$ cat src/rtl/vram_arbiter.sv
// vram_arbiter: shares one single-port video RAM between the video scan-out
// fetch and the ioctl download writer. Video reads always win the port and
// return data three cycles after the request. Download bytes wait in a small
// FIFO and are written on cycles that video leaves idle. A small FSM reports
// download progress for the OSD/LED logic.
//
// Ports:
//   clk_sys, reset          clock, synchronous active-high reset
//   ioctl_download/wr/addr/dout  download byte stream from hps_io
//   vid_req, vid_addr       video read request
//   vid_valid, vid_data     video read return (3-cycle latency)
//   mem_addr/we/din, mem_dout   RAM port (outputs registered)
//   dl_busy, dl_done        download in progress / fully committed pulse
//   dl_overflow, dl_range_err   sticky drop flags for the current download
//   dl_count                bytes committed this download (saturating)
//
// state | meaning
// IDLE  | no download; FIFO empty
// LOAD  | download window open, bytes being accepted
// DRAIN | window closed, FIFO still emptying into RAM
`timescale 1ns/1ps
module vram_arbiter #(
  parameter int ADDR_W     = 16,
  parameter int DATA_W     = 8,
  parameter int FIFO_DEPTH = 4
) (
  input  logic              clk_sys,
  input  logic              reset,
  input  logic              ioctl_download,
  input  logic              ioctl_wr,
  input  logic [26:0]       ioctl_addr,
  input  logic [DATA_W-1:0] ioctl_dout,
  input  logic              vid_req,
  input  logic [ADDR_W-1:0] vid_addr,
  output logic              vid_valid,
  output logic [DATA_W-1:0] vid_data,
  output logic [ADDR_W-1:0] mem_addr,
  output logic              mem_we,
  output logic [DATA_W-1:0] mem_din,
  input  logic [DATA_W-1:0] mem_dout,
  output logic              dl_busy,
  output logic              dl_done,
  output logic              dl_overflow,
  output logic              dl_range_err,
  output logic [ADDR_W:0]   dl_count
);

  localparam int PTR_W = $clog2(FIFO_DEPTH);
  localparam int CNT_W = PTR_W + 1;

  typedef enum logic [1:0] {
    ST_IDLE,
    ST_LOAD,
    ST_DRAIN
  } state_t;

  state_t state, state_next;

  logic [ADDR_W-1:0] fifo_addr [FIFO_DEPTH];
  logic [DATA_W-1:0] fifo_data [FIFO_DEPTH];
  logic [PTR_W-1:0]  wr_ptr, rd_ptr;
  logic [CNT_W-1:0]  fifo_cnt, fifo_cnt_next;
  logic              fifo_empty, fifo_full;
  logic              wr_strobe, in_range, push, pop;
  logic              range_drop, ovf_drop;
  logic              load_entry, done_c;
  logic [1:0]        vid_pipe;

  assign wr_strobe  = ioctl_wr & ioctl_download;
  assign in_range   = ((ioctl_addr >> ADDR_W) == 27'd0);
  assign fifo_empty = (fifo_cnt == '0);
  assign fifo_full  = (fifo_cnt == CNT_W'(FIFO_DEPTH));
  // Video owns the port whenever it asks; the FIFO only drains on idle cycles.
  assign pop        = ~vid_req & ~fifo_empty;
  // A full FIFO still takes a byte when the head leaves in the same cycle.
  assign push       = wr_strobe & in_range & (~fifo_full | pop);
  assign range_drop = wr_strobe & ~in_range;
  assign ovf_drop   = wr_strobe & in_range & fifo_full & ~pop;
  assign fifo_cnt_next = fifo_cnt + CNT_W'(push) - CNT_W'(pop);

  always_comb begin
    state_next = state;
    load_entry = 1'b0;
    done_c     = 1'b0;
    case (state)
      ST_IDLE: begin
        if (ioctl_download) begin
          state_next = ST_LOAD;
          load_entry = 1'b1;
        end
      end
      ST_LOAD: begin
        if (!ioctl_download) begin
          if (fifo_cnt_next != '0) begin
            state_next = ST_DRAIN;
          end else begin
            state_next = ST_IDLE;
            done_c     = 1'b1;
          end
        end
      end
      ST_DRAIN: begin
        // A new window reopens LOAD without clearing the counters.
        if (ioctl_download) begin
          state_next = ST_LOAD;
        end else if (fifo_cnt_next == '0) begin
          state_next = ST_IDLE;
          done_c     = 1'b1;
        end
      end
      default: state_next = ST_IDLE;
    endcase
  end

  assign dl_busy = (state != ST_IDLE);
  assign dl_done = done_c & ~reset;

  // FIFO storage needs no reset; pointers and count define validity.
  always_ff @(posedge clk_sys) begin
    if (push) begin
      fifo_addr[wr_ptr] <= ioctl_addr[ADDR_W-1:0];
      fifo_data[wr_ptr] <= ioctl_dout;
    end
  end

  always_ff @(posedge clk_sys) begin
    if (reset) begin
      state        <= ST_IDLE;
      wr_ptr       <= '0;
      rd_ptr       <= '0;
      fifo_cnt     <= '0;
      mem_addr     <= '0;
      mem_we       <= 1'b0;
      mem_din      <= '0;
      vid_pipe     <= '0;
      vid_valid    <= 1'b0;
      vid_data     <= '0;
      dl_count     <= '0;
      dl_overflow  <= 1'b0;
      dl_range_err <= 1'b0;
    end else begin
      state    <= state_next;
      fifo_cnt <= fifo_cnt_next;
      if (push) wr_ptr <= wr_ptr + PTR_W'(1);
      if (pop)  rd_ptr <= rd_ptr + PTR_W'(1);

      if (vid_req) begin
        mem_addr <= vid_addr;
        mem_we   <= 1'b0;
      end else if (pop) begin
        mem_addr <= fifo_addr[rd_ptr];
        mem_din  <= fifo_data[rd_ptr];
        mem_we   <= 1'b1;
      end else begin
        mem_we   <= 1'b0;
      end

      // Address goes out the cycle after the request, RAM data one cycle
      // later, and is registered once more for vid_data.
      vid_pipe  <= {vid_pipe[0], vid_req};
      vid_valid <= vid_pipe[1];
      if (vid_pipe[1]) vid_data <= mem_dout;

      if (load_entry) begin
        dl_count <= '0;
      end else if (pop && (dl_count != {(ADDR_W+1){1'b1}})) begin
        dl_count <= dl_count + 1'b1;
      end

      // Clear on a new download, but a drop in that same cycle still counts.
      if (load_entry) begin
        dl_overflow  <= 1'b0;
        dl_range_err <= 1'b0;
      end
      if (ovf_drop)   dl_overflow  <= 1'b1;
      if (range_drop) dl_range_err <= 1'b1;
    end
  end

endmodule

$ cat config.mk
export PLATFORM = sky130hd
export DESIGN_NAME = vram_arbiter
export DESIGN_NICKNAME = d
export VERILOG_FILES = /design/src/rtl/vram_arbiter.sv
export SDC_FILE = /design/constraint.sdc
export NUM_CORES = 1
export LEC_CHECK = 0
export CAP_MARGIN = 30
export CORE_ASPECT_RATIO = 2
export CORE_MARGIN = 10
export CORE_UTILIZATION = 40
export DETAILED_ROUTE_END_ITERATION = 6
export SKIP_CTS_REPAIR_TIMING = 1
export SYNTH_ARGS = -nofsm -noshare
export SYNTH_HDL_FRONTEND = slang
export SYNTH_SLANG_ARGS = --single-unit
$ cat constraint.sdc
create_clock -name clk_sys -period 16.7 [get_ports clk_sys]
set_clock_uncertainty 0.15 [all_clocks]
set_input_delay 5.01 -clock clk_sys [delete_from_list [all_inputs] [get_ports clk_sys]]
set_output_delay 5.01 -clock clk_sys [all_outputs]
set_load 0.03 [all_outputs]
# Word-level counts from Yosys, hierarchy flattened
# Memories as Yosys holds them, arrays and structs flattened. A register that Yosys moved wholly into a read port is not among the register bits.
# Index checks and enable logic that the tools add are counted.
# classes
n_mux	23
bitwise_logic	15
n_eq_ne	7
n_reduce_logical	14
add_sub_neg	5
# ops
cell	n
2-to-1 mux 16 bit	2
zero test 27 bit	1
adder 17 x 1 -> 17 bit (second input constant)	1
inequality test 17 bit (second input constant)	1
2-to-1 mux 2 bit	7
2-to-1 mux 1 bit	12
bitwise AND 1 bit	8
nonzero test 2 bit	4
zero test 3 bit	2
NOT 1 bit	6
case mux 2 bit (3 select lines)	1
adder 2 x 1 -> 2 bit (second input constant)	2
inequality test 2 bit (second input constant)	2
OR reduction 2 bit	2
adder 3 x 1 -> 3 bit	1
== test 3 bit (second input constant)	1
inequality test 3 bit (second input constant)	1
AND reduction 3 bit	1
nonzero test 3 bit	1
subtractor 3 x 1 -> 3 bit	1
== test 2 x 1 -> 1 bit (second input constant)	1
== test 2 bit (second input constant)	1
zero test 2 bit	1
case mux 1 bit (2 select lines)	1
other kinds (3)	3
# word_totals
word_cells	78
n_memories	2
regBits	56
out_inout_bits	55
ram_bits	96
# mem_list
memory	depth	word_bits	rd	rd_ports_with_merged_regs	wr	line	rtl
fifo_addr	4	16	1	1	1	59	logic [ADDR_W-1:0] fifo_addr [FIFO_DEPTH];
fifo_data	4	8	1	1	1	60	logic [DATA_W-1:0] fifo_data [FIFO_DEPTH];

# Depth between registers and ports, before layout
# Gate-level depths: netlist of run 1.
# logic_depth
depth_word	12
depth_mapped	13
depth_no_buf	12

# Least setup slack after synthesis of run 1
# OpenSTA, ideal clock, no wires.
# synth_timing
path_kind	input to output
start	input ioctl_addr[17]
end	output dl_done
t_arrival_ps	7618
path_slack_ps	3922
n_path_buf	0
cell_stages	11
t_required_ps	11540
path_cell_list	nor4_1 -> and4_1 -> and2_1 -> inv_1 -> ha_1 -> inv_1 -> ha_1 -> fa_1 -> xnor3_1 -> nor3_1 -> o2111a_1
# synth_between
elab_chain_len	10
elab_cells_between_ends	13
classes_between	add/sub: 2; mux: 5; bitwise: 3; reduce/logical: 3
# synth_lines
item	line	rtl
from (decl)	31	input logic [26:0] ioctl_addr,
zero test 27 bit (*)	70	assign in_range = ((ioctl_addr >> ADDR_W) == 27'd0);
bitwise AND 1 bit (*) (2 in series)	76	assign push = wr_strobe & in_range & (~fifo_full | pop);
adder 3 x 1 -> 3 bit (*)	79	assign fifo_cnt_next = fifo_cnt + CNT_W'(push) - CNT_W'(pop);
subtractor 3 x 1 -> 3 bit (*)	79	
zero test 3 bit / nonzero test 3 bit (equally long branches)	106, 94	
2-to-1 mux 1 bit, on equally long branches	106, 94	
2-to-1 mux 1 bit, on equally long branches	104, 93	
case mux 1 bit (2 select lines) (*)	85	case (state)
bitwise AND 1 bit (*)	116	assign dl_done = done_c & ~reset;
to (decl)	42	output logic dl_done,
# Every way passes the cells marked *; elsewhere a longest branch is shown, timed or not.

# Final worst setup path of run 1
# layout_timing
start	input vid_req
end	output dl_done
# layout_between
elab_chain_len	11
elab_cells_between_ends	14
classes_between	add/sub: 2; mux: 5; bitwise: 5; reduce/logical: 2
# layout_lines
item	line	rtl
from (decl)	33	input logic vid_req,
NOT 1 bit (no source line) (*)	-	
bitwise AND 1 bit (*)	74	assign pop = ~vid_req & ~fifo_empty;
named net pop	64	logic wr_strobe, in_range, push, pop;
bitwise OR 1 bit	76	
bitwise AND 1 bit	76	
adder 3 x 1 -> 3 bit	79	
subtractor 3 x 1 -> 3 bit (*)	79	
zero test 3 bit / nonzero test 3 bit (equally long branches)	106, 94	
2-to-1 mux 1 bit, on equally long branches	106, 94	
2-to-1 mux 1 bit, on equally long branches	104, 93	
case mux 1 bit (2 select lines) (*)	85	
bitwise AND 1 bit (*)	116	
# Mark *: on every way through the listed nets, which the timed path passes. The rest lies on a longest branch.

==> flow_summary.json, run 1 <==
{
  "ctsLongestPathBuffers": 2,
  "coreArea_um2": 15700,
  "die_w_um": 109,
  "firstDrtPassIters": 4,
  "cellLeakagePower_nw": 2.85,
  "crit_chain": "clkdlybuf4s50_1, inv_1, nand2_2, inv_2, ha_1, inv_1, ha_1, fa_1, xnor3_1, nor3_1, o2111a_1, clkdlybuf4s50_1",
  "finalCritPeriodShare_pct": 88.5,
  "post-synth-top-area-cell": "sky130_fd_sc_hd__edfxtp_1",
  "timing.critical_path.slowest_stage_cell": "sky130_fd_sc_hd__clkdlybuf4s50_1",
  "syn-num-nets": 540,
  "grt_overflow_total": 0,
  "detailed_place_hpwl_mm": 11.0,
  "tritoncts.num_buffers": 17,
  "num-fill-cells": 1349,
  "post-synth-top-count-cell": "sky130_fd_sc_hd__edfxtp_1",
  "first_global_vias": 4490,
  "synth.top_cell.area_share_pct": 45.6,
  "postSynthAreaPerCell_um2": 13.7,
  "final_period_minus_worst_setup_slack_ns": 14.79,
  "critical_path.max_fanout": 21,
  "htree_levels": 4,
  "setup_total_negative_slack_ns": 0,
  "area_growth_pct": 30.5,
  "drt-total-wl_mm": 15.2,
  "comb_power_share_pct": 23.1,
  "crit_path_max_incr_delay_ns": 1.04,
  "drt-initial-drc-count": 165,
  "grt_antenna_before_repair": 0,
  "area_of_the_mapped_netlist_um2": 6330,
  "route.detailed.drc": 0,
  "synthCells": 463,
  "yosys_warn_count": 0,
  "antenna_cells_inserted": 0,
  "drt.antenna.violating_nets": 0,
  "rows": 65,
  "ys_seq_elements": 162,
  "min-delay-path-class": "reg2reg",
  "clk_transition_reported_paths_ns": 0.06,
  "via_count": 4125,
  "critical_path.top_delay_family": "buffers and inverters",
  "gp_congestion": 0.818,
  "yosys-top-cells-count": "96 x sky130_fd_sc_hd__edfxtp_1, 66 x sky130_fd_sc_hd__dfxtp_1, 59 x sky130_fd_sc_hd__nand2_1, 45 x sky130_fd_sc_hd__nor2_1, 24 x sky130_fd_sc_hd__mux4_2",
  "worst_path_bufs_invs": 5,
  "final_hold_viol_count": 0,
  "design.final.nets": 661,
  "cts.sink_count": 162,
  "vdd_drop_max_v": 0.0000816,
  "synth_edf_count": 96,
  "avgViaCountPerCell": 5.17,
  "power.switching_fraction_pct": 29.8,
  "numPortBuffers": 118,
  "timing_worst_slew_pin_value_ns": 0.931,
  "clock_tree_from_tritoncts": "built",
  "power.clock.fraction_pct": 33.3,
  "cts_root_buffer": "sky130_fd_sc_hd__clkbuf_16",
  "status": "finished clean",
  "ioPinCount": 119,
  "count_of_different_cell_masters_after_synthesis": 41,
  "worst-setup-path-type": "in2out",
  "yosysSeqAreaShare_pct": 66.5,
  "drv_slew": 0,
  "end_kind": "output port",
  "utilization_pct": 52.6,
  "initial_utilization_pct": 40.3,
  "net_switching_component_of_the_power_uw": 323,
  "die_area_um2": 21600,
  "yosys-top-cells-area": "sky130_fd_sc_hd__edfxtp_1 46%, sky130_fd_sc_hd__dfxtp_1 21%, sky130_fd_sc_hd__mux4_2 8.5%",
  "grt_start_max_net_pins": 49,
  "die_height_um": 198,
  "synth_ff_type": "sky130_fd_sc_hd__edfxtp_1",
  "max_slew_margin_pct": 37.9,
  "drt-wirelength-per-cell_um": 19.0,
  "clock_latency_ns": 0.42,
  "final_layout_size_suffix_gt1_share_pct": 11.4,
  "pwr_density_cell_nw_per_um2": 131,
  "maxClockFrequency_ghz": 0.0676,
  "whs_ns": 0.307,
  "grt_setup_unrepaired": "false",
  "share_seq_of_total_power_pct": 43.7,
  "max_cap_viol_count": 0,
  "finalSetupViolCount": 0,
  "power_report.internal_total_uw": 760,
  "worst-endpoint-arrival_ns": 9.63,
  "gr-usage-all-layers_pct": 14.7,
  "postSynth.asyncResetShare_pct": 0,
  "grt_pass1_wl_mm": 24.1,
  "startpoint_type": "input pin",
  "critical_path_required_ns": 11.54
}
-- stage by stage --
step | area [um^2] | setup slack (ns) | total power [mW] | cells
after floorplan | 6330 | 3.92 | 0.645 | 463
after global placement | 7690 | 1.89 | 0.729 | 765
after detailed placement | 7710 | 1.84 | 0.736 | 766
after CTS | 8260 | 1.83 | 1.10 | 798
after global routing | 8260 | 1.56 | 1.14 | 798
final | 8260 | 1.91 | 1.08 | 798
-- state kept, by name (all words and copies together) (netlist names), named ones only --
name          cells
vid_data          8
vid_valid         1
mem_we            1
mem_addr         16
wr_ptr            2
dl_count         17
mem_din           8
vid_pipe          2
fifo_data        32
fifo_cnt          3
dl_overflow       1
state             2
rd_ptr            2
dl_range_err      1
fifo_addr        64
-- metal layers --
| layer | track usage [%] | part of all wire [%] |
|---|---|---|
| met1 | 14.3 | 36 |
| met5 | 0 | 0 |
| met3 | 4.85 | 5.8 |
| met2 | 27.6 | 57 |
| met4 | 5.20 | 1.5 |
-- cells in the final DEF, fill, tap and decap left out, types with 3 or more instances in the layout --
cell	instances
sky130_fd_sc_hd__dfxtp_1	66
sky130_fd_sc_hd__nor2_1	45
sky130_fd_sc_hd__buf_4	5
sky130_fd_sc_hd__xor2_1	10
sky130_fd_sc_hd__clkdlybuf4s50_1	117
sky130_fd_sc_hd__and3_1	8
sky130_fd_sc_hd__inv_1	12
sky130_fd_sc_hd__inv_6	6
sky130_fd_sc_hd__nand4_1	5
sky130_fd_sc_hd__nand3_1	15
sky130_fd_sc_hd__clkbuf_16	17
sky130_fd_sc_hd__nand2_1	59
sky130_fd_sc_hd__ha_1	12
sky130_fd_sc_hd__or3_1	6
sky130_fd_sc_hd__nor2b_1	4
sky130_fd_sc_hd__nor3_1	4
sky130_fd_sc_hd__o21ai_0	8
sky130_fd_sc_hd__a21oi_1	18
sky130_fd_sc_hd__a311oi_1	16
sky130_fd_sc_hd__and4_1	3
sky130_fd_sc_hd__mux2i_1	8
sky130_fd_sc_hd__inv_8	3
sky130_fd_sc_hd__edfxtp_1	96
sky130_fd_sc_hd__mux4_2	24
-- final timing paths --
kind	depth (start not counted)	start	slack [ns]	to
setup reg to reg	11	fifo_cnt[2]$_SDFF_PP0_	12.93	state[0]$_SDFFE_PP0P_
setup / recovery	12	vid_req	1.91	dl_done
hold / removal	2	mem_din[3]$_SDFFE_PP0P_	0.31	mem_din[3]$_SDFFE_PP0P_
hold reg to reg	2	mem_din[3]$_SDFFE_PP0P_	0.31	mem_din[3]$_SDFFE_PP0P_
-- cell families (layout without fill, tap and decap cells) --
logic type | Yosys count | in the layout | synth area share [%]
AND/OR/NAND/NOR | 161 | 161 | 11.8
adder cells (fa/ha/maj) | 13 | 13 | 2.69
buffers and inverters | 35 | 169 | 2.31
AO/OA/AOI/OAI | 48 | 48 | 5.04
flip-flops | 162 | 162 | 66.5
XOR/XNOR | 12 | 12 | 1.88
multiplexers | 32 | 32 | 9.81
-- power by group through the flow --
stage	clock, mW	sequential [mW]	combinational, mW
5_1_grt	0.390	0.477	0.274
4_1_cts	0.371	0.474	0.255
2_1_floorplan	0	0.503	0.142
3_5_place_dp	0	0.483	0.253
6_report	0.360	0.473	0.250
3_3_place_gp	0	0.482	0.247
-- cell type report --
cell class | instances | area (um^2) | area share (%)
Clock inverter | 14 | 118 | 1.42
Tap cell | 201 | 251 | 3.05
Inverter | 13 | 48.8 | 0.591
Clock buffer | 18 | 429 | 5.20
Timing Repair Buffer | 124 | 1230 | 14.9
Multi-Input combinational cell | 266 | 1980 | 23.9
Sequential cell | 162 | 4200 | 50.9
-- tightest hold or removal path, cell delays in order, from the launching register on --
cell	delay, ns
sky130_fd_sc_hd__dfxtp_1	0.31
sky130_fd_sc_hd__nand2_1	0.05
sky130_fd_sc_hd__a21oi_1	0.05
Note: power is estimated with default switching activity, not from simulation.
==> run 2: changes to the inputs <==
--- a/config.mk
+++ b/config.mk
@@ -10,7 +10,10 @@
 export CORE_MARGIN = 10
 export CORE_UTILIZATION = 40
 export DETAILED_ROUTE_END_ITERATION = 6
+export RECOVER_POWER = 50
 export SKIP_CTS_REPAIR_TIMING = 1
+export SKIP_LAST_GASP = 1
+export SLEW_MARGIN = 40
 export SYNTH_ARGS = -nofsm -noshare
 export SYNTH_HDL_FRONTEND = slang
 export SYNTH_SLANG_ARGS = --single-unit
==> run 2 against run 1 <==
The flow now finishes with violations (capacitance limit, slew limit); sequential power hardly changed; non-clock buffer count down 1; global-route usage is 0.22 points lower; power grew 0.31%; via count grew 0.48%; critical path depth up 1; clock power rose by 3%; first-iteration DRC count decreased by 25%; routed wire length rose by 0.40%; cell area is 0.11% higher; highest routed layer unchanged.
==> flow_summary.json, run 2 (synthesis results as in run 1) <==
{
  "status": "finished, violations left",
  "violations_in_the_final_reports": "capacitance limit, slew limit",
  "final_hold_viol_count": 0,
  "crit_chain": "clkdlybuf4s50_1, nor4_1, and4_1, and2_1, inv_1, ha_1, inv_1, ha_1, fa_1, xnor3_1, nor3_1, o2111a_1, clkdlybuf4s50_1",
  "pwr_density_cell_nw_per_um2": 131,
  "ctsLongestPathBuffers": 2,
  "drt-wirelength-per-cell_um": 19.1,
  "die_height_um": 198,
  "htree_levels": 4,
  "max_cap_viol_count": 1,
  "critical_path.max_fanout": 7,
  "clock_latency_ns": 0.42,
  "via_count": 4145,
  "finalCritPeriodShare_pct": 84.2,
  "area_growth_pct": 30.6,
  "maxClockFrequency_ghz": 0.0711,
  "end_kind": "output port",
  "detailed_place_hpwl_mm": 11.0,
  "grt_overflow_total": 0,
  "cellLeakagePower_nw": 2.91,
  "groute.layer.met3.usage_pct": 4.79,
  "flip_flop_count_of_the_largest_register_all_copies_and_words_added": 64,
  "grt_setup_unrepaired": "false",
  "setup_total_negative_slack_ns": 0,
  "die_w_um": 109,
  "gp_congestion": 0.818,
  "clock_tree_from_tritoncts": "built",
  "whs_ns": 0.307,
  "worst-setup-path-type": "in2out",
  "die_area_um2": 21600,
  "tritoncts.num_buffers": 17,
  "grt_pass1_wl_mm": 23.8,
  "timing.final.ws_setup_ns": 2.64,
  "critical_path_required_ns": 11.54,
  "drv_slew": 49,
  "cts_root_buffer": "sky130_fd_sc_hd__clkbuf_16",
  "final_period_minus_worst_setup_slack_ns": 14.06,
  "cts.sink_count": 162,
  "initial_utilization_pct": 40.3,
  "avgViaCountPerCell": 5.19,
  "design.final.nets": 660,
  "top_register": "fifo_addr",
  "min-delay-path-class": "reg2reg",
  "rows": 65,
  "vdd_drop_max_v": 0.0000809,
  "use_met1_pct": 13.4,
  "drt-total-wl_mm": 15.2,
  "worst-endpoint-arrival_ns": 8.90,
  "drt.antenna.violating_nets": 0,
  "largestRegisters": "fifo_addr x64, fifo_data x32, dl_count x17",
  "final_layout_size_suffix_gt1_share_pct": 11.6,
  "firstDrtPassIters": 4,
  "grt_start_max_net_pins": 49,
  "startpoint_type": "input pin",
  "utilization_pct": 52.7,
  "finalSetupViolCount": 0,
  "gr-usage-all-layers_pct": 14.5,
  "globalRouteMet2Util_pct": 28.0,
  "crit_path_max_incr_delay_ns": 0.68,
  "timing_worst_slew_pin_value_ns": 2.31,
  "coreArea_um2": 15700,
  "mostFrequentLayoutCells": "96 x sky130_fd_sc_hd__edfxtp_1, 71 x sky130_fd_sc_hd__clkdlybuf4s50_1, 65 x sky130_fd_sc_hd__dfxtp_1",
  "top_usage_layer": "met2",
  "ioPinCount": 119,
  "timing.critical_path.slowest_stage_cell": "sky130_fd_sc_hd__clkdlybuf4s50_1",
  "first_global_vias": 4505,
  "max_slew_margin_pct": -53.7,
  "placement.setup.worst_slack_ns": 2.61,
  "drt-initial-drc-count": 123,
  "grt_antenna_before_repair": 1,
  "final_common_cell": "sky130_fd_sc_hd__edfxtp_1",
  "numPortBuffers": 118,
  "clk_transition_reported_paths_ns": 0.06,
  "route.detailed.drc": 0
}
## run 2: cell count changes in the layout (fill, tap and decap cells not counted), moves of 2 or more
cell                              previous run  this run
sky130_fd_sc_hd__clkdlybuf4s50_1           117        71
sky130_fd_sc_hd__dlygate4sd3_1               0        45
sky130_fd_sc_hd__clkbuf_8                    0         2
sky130_fd_sc_hd__inv_8                       3         1
## run 2: layout make-up
| type | count | area [um^2] |
|---|---|---|
| sequential | 162 | 4210 |
| tap | 201 | 251 |
| antenna | 1 | 2.50 |
| clock buffer | 21 | 482 |
| timing repair buffer | 123 | 1210 |
| multi-input combinational | 266 | 1980 |
| fill | 1352 | 7430 |
| inverter | 13 | 48.8 |
| clock inverter | 11 | 88.8 |
## run 2: where the power goes
group	internal [mW]	leakage, nW	switching, mW
Sequential	0.448	1.40	0.0251
Clock	0.210	0.283	0.159
Combinational	0.110	1.22	0.134
Total	0.768	2.91	0.318
## run 2: final timing paths
kind                            from                       to  slack, ns  cells past startpoint
min          mem_din[5]$_SDFFE_PP0P_  mem_din[5]$_SDFFE_PP0P_       0.31                      2
min reg2reg  mem_din[5]$_SDFFE_PP0P_  mem_din[5]$_SDFFE_PP0P_       0.31                      2
max                   ioctl_addr[21]                  dl_done       2.64                     13
max reg2reg   fifo_cnt[2]$_SDFF_PP0_    state[0]$_SDFFE_PP0P_      12.94                     11
## run 2: layer usage
metal  vias to the layer above  wire (um)
li1                       1959          -
met1                      2049       5280
met2                       119       8760
met3                        18        902
met4                         0        266
met5                         -          0
## run 2: worst max-delay path: cells and delay by family
kind                     cells  cell delay [ns]
AO/OA/AOI/OAI                1             0.24
buffers and inverters        4             1.17
adder cells (fa/ha/maj)      3             0.81
AND/OR/NAND/NOR              4             1.27
XOR/XNOR                     1             0.41
## run 2: per-stage QoR
step / cells / power (mW) / cell area [um^2]
CTS: 797 / 1.11 / 8270
detailed placement: 765 / 0.733 / 7690
finish: 798 / 1.09 / 8260
global placement: 765 / 0.729 / 7690
global route: 798 / 1.14 / 8260
floorplan: 463 / 0.645 / 6330
==> run 3: changes to the inputs <==
==> constraint.sdc (replaced) <==
create_clock -name clk_sys -period 14.4 [get_ports clk_sys]
set_clock_uncertainty 0.15 [all_clocks]
set_input_delay 4.32 -clock clk_sys [delete_from_list [all_inputs] [get_ports clk_sys]]
set_output_delay 4.32 -clock clk_sys [all_outputs]
set_load 0.03 [all_outputs]
==> run 3 against run 2 <==
The flow still finishes with violations (capacitance limit, slew limit); power is 16% higher; worst setup slack lost 0.88 ns; routed wire length decreased by 1.1%; sequential share of layout area down 0.13 points; register-to-register slack worse by 2.3 ns; clock-buffer cell count shrank 2; highest routed layer unchanged.
==> flow_summary.json, run 3 (synthesis results as in run 1) <==
{
  "grt_overflow_total": 0,
  "antenna_cells_inserted": 0,
  "timing.final.ws_setup_ns": 1.76,
  "final_layout_size_suffix_gt1_share_pct": 11.9,
  "drt-wirelength-per-cell_um": 18.8,
  "route.detailed.drc": 0,
  "via_count": 4161,
  "status": "finished, violations left",
  "dp.cells": 767,
  "finalNonFillerCells": 799,
  "min-delay-path-class": "reg2reg",
  "critical_path_required_ns": 9.93,
  "grt_start_max_net_pins": 49,
  "design.final.nets": 662,
  "largestRegisters": "fifo_addr x64, fifo_data x32, dl_count x17",
  "end_kind": "output port",
  "utilization_pct": 52.8,
  "whs_ns": 0.305,
  "placement.cell_area_um2": 7710,
  "clock_tree_from_tritoncts": "built",
  "critical_path.max_fanout": 11,
  "cts_root_buffer": "sky130_fd_sc_hd__clkbuf_16",
  "drt-initial-drc-count": 161,
  "detailed_place_hpwl_mm": 11.0,
  "initial_utilization_pct": 40.3,
  "worst-setup-path-type": "in2out",
  "reg_to_reg_start": "fifo_cnt[2]$_SDFF_PP0_",
  "gp_congestion": 0.831,
  "mostFrequentLayoutCells": "96 x sky130_fd_sc_hd__edfxtp_1, 68 x sky130_fd_sc_hd__clkdlybuf4s50_1, 65 x sky130_fd_sc_hd__dfxtp_1",
  "tritoncts.num_buffers": 17,
  "vdd_drop_max_v": 0.0000883,
  "finalSetupViolCount": 0,
  "grt_setup_unrepaired": "false",
  "first_global_vias": 4420,
  "cellLeakagePower_nw": 2.93,
  "ctsLongestPathBuffers": 2,
  "pwr_density_cell_nw_per_um2": 152,
  "final_common_cell": "sky130_fd_sc_hd__edfxtp_1",
  "avgViaCountPerCell": 5.21,
  "die_height_um": 198,
  "worst-endpoint-arrival_ns": 8.17,
  "placement.setup.worst_slack_ns": 1.72,
  "drt-total-wl_mm": 15.1,
  "ioPinCount": 119,
  "maxClockFrequency_ghz": 0.0791,
  "drv_slew": 49,
  "cts.sink_count": 162,
  "timing.critical_path.from": "vid_req",
  "max_slew_margin_pct": -47.4,
  "setup_total_negative_slack_ns": 0,
  "grt_pass1_wl_mm": 23.6,
  "final_hold_viol_count": 0,
  "final_design_area_excluding_fillers_um2": 8290,
  "rows": 65,
  "final_period_minus_worst_setup_slack_ns": 12.64,
  "violations_in_the_final_reports": "capacitance limit, slew limit",
  "flip_flop_count_of_the_largest_register_all_copies_and_words_added": 64,
  "top_register": "fifo_addr",
  "area_growth_pct": 31.0,
  "gr-usage-all-layers_pct": 14.3,
  "coreArea_um2": 15700,
  "finalCritPeriodShare_pct": 87.8,
  "num-fill-cells": 1359,
  "clock_latency_ns": 0.42,
  "die_w_um": 109,
  "firstDrtPassIters": 4,
  "startpoint_type": "input pin",
  "max_cap_viol_count": 1,
  "worst_hold_startpoint": "vid_pipe[0]$_SDFF_PP0_",
  "fin_total_pwr_mw": 1.26,
  "htree_levels": 4,
  "grt_antenna_before_repair": 0,
  "drt.antenna.violating_nets": 0,
  "timing_worst_slew_pin_value_ns": 2.21,
  "numPortBuffers": 118,
  "clk_transition_reported_paths_ns": 0.07,
  "die_area_um2": 21600
}
run 3: cell count changes in the layout (fill, tap and decap cells not counted), moves of 2 or more:
cell | previous run | this run
sky130_fd_sc_hd__inv_8 | 1 | 3
sky130_fd_sc_hd__buf_4 | 5 | 7
sky130_fd_sc_hd__inv_6 | 5 | 3
sky130_fd_sc_hd__clkbuf_8 | 2 | 0
sky130_fd_sc_hd__dlygate4sd3_1 | 45 | 49
sky130_fd_sc_hd__clkdlybuf4s50_1 | 71 | 68
sky130_fd_sc_hd__clkinv_4 | 1 | 3
run 3: metal layers:
metal  share of wire (%)  track usage (%)  routed length (um)  vias up
met5                   0                0                   0        -
met4                 2.7             6.68                 413        0
li1                    -                -                   -     1962
met1                  36             14.1                5380     2061
met2                  55             26.2                8350      116
met3                 6.0             4.20                 910       22
run 3: worst paths after layout:
check / end / slack, ns / cells after the start
max reg2reg: state[0]$_SDFFE_PP0P_ / 10.66 / 11
min reg2reg: vid_pipe[1]$_SDFF_PP0_ / 0.30 / 1
min: vid_pipe[1]$_SDFF_PP0_ / 0.30 / 1
max: dl_done / 1.76 / 13
run 3: worst max-delay path, stage by stage:
cell and delay [ns]:
sky130_fd_sc_hd__clkdlybuf4s50_1 0.73, sky130_fd_sc_hd__buf_4 0.29, sky130_fd_sc_hd__inv_1 0.08, sky130_fd_sc_hd__nand2_2 0.17, sky130_fd_sc_hd__inv_2 0.15, sky130_fd_sc_hd__ha_1 0.30
sky130_fd_sc_hd__inv_1 0.04, sky130_fd_sc_hd__ha_1 0.18, sky130_fd_sc_hd__fa_1 0.36, sky130_fd_sc_hd__xnor3_1 0.40, sky130_fd_sc_hd__nor3_1 0.24, sky130_fd_sc_hd__o2111a_1 0.22
sky130_fd_sc_hd__clkdlybuf4s50_1 0.68
run 3: area by class of cell:
type / count / area (um^2) / share of cell area (%)
Tap cell: 201 / 251 / 3.04
Sequential cell: 162 / 4210 / 50.8
Clock buffer: 19 / 455 / 5.50
Clock inverter: 13 / 119 / 1.43
Inverter: 13 / 48.8 / 0.589
Timing Repair Buffer: 125 / 1230 / 14.8
Multi-Input combinational cell: 266 / 1980 / 23.9
run 3: power breakdown:
group	switching, mW	total [mW]	internal (mW)
clock network	0.190	0.429	0.238
registers	0.0301	0.549	0.519
logic	0.152	0.278	0.127
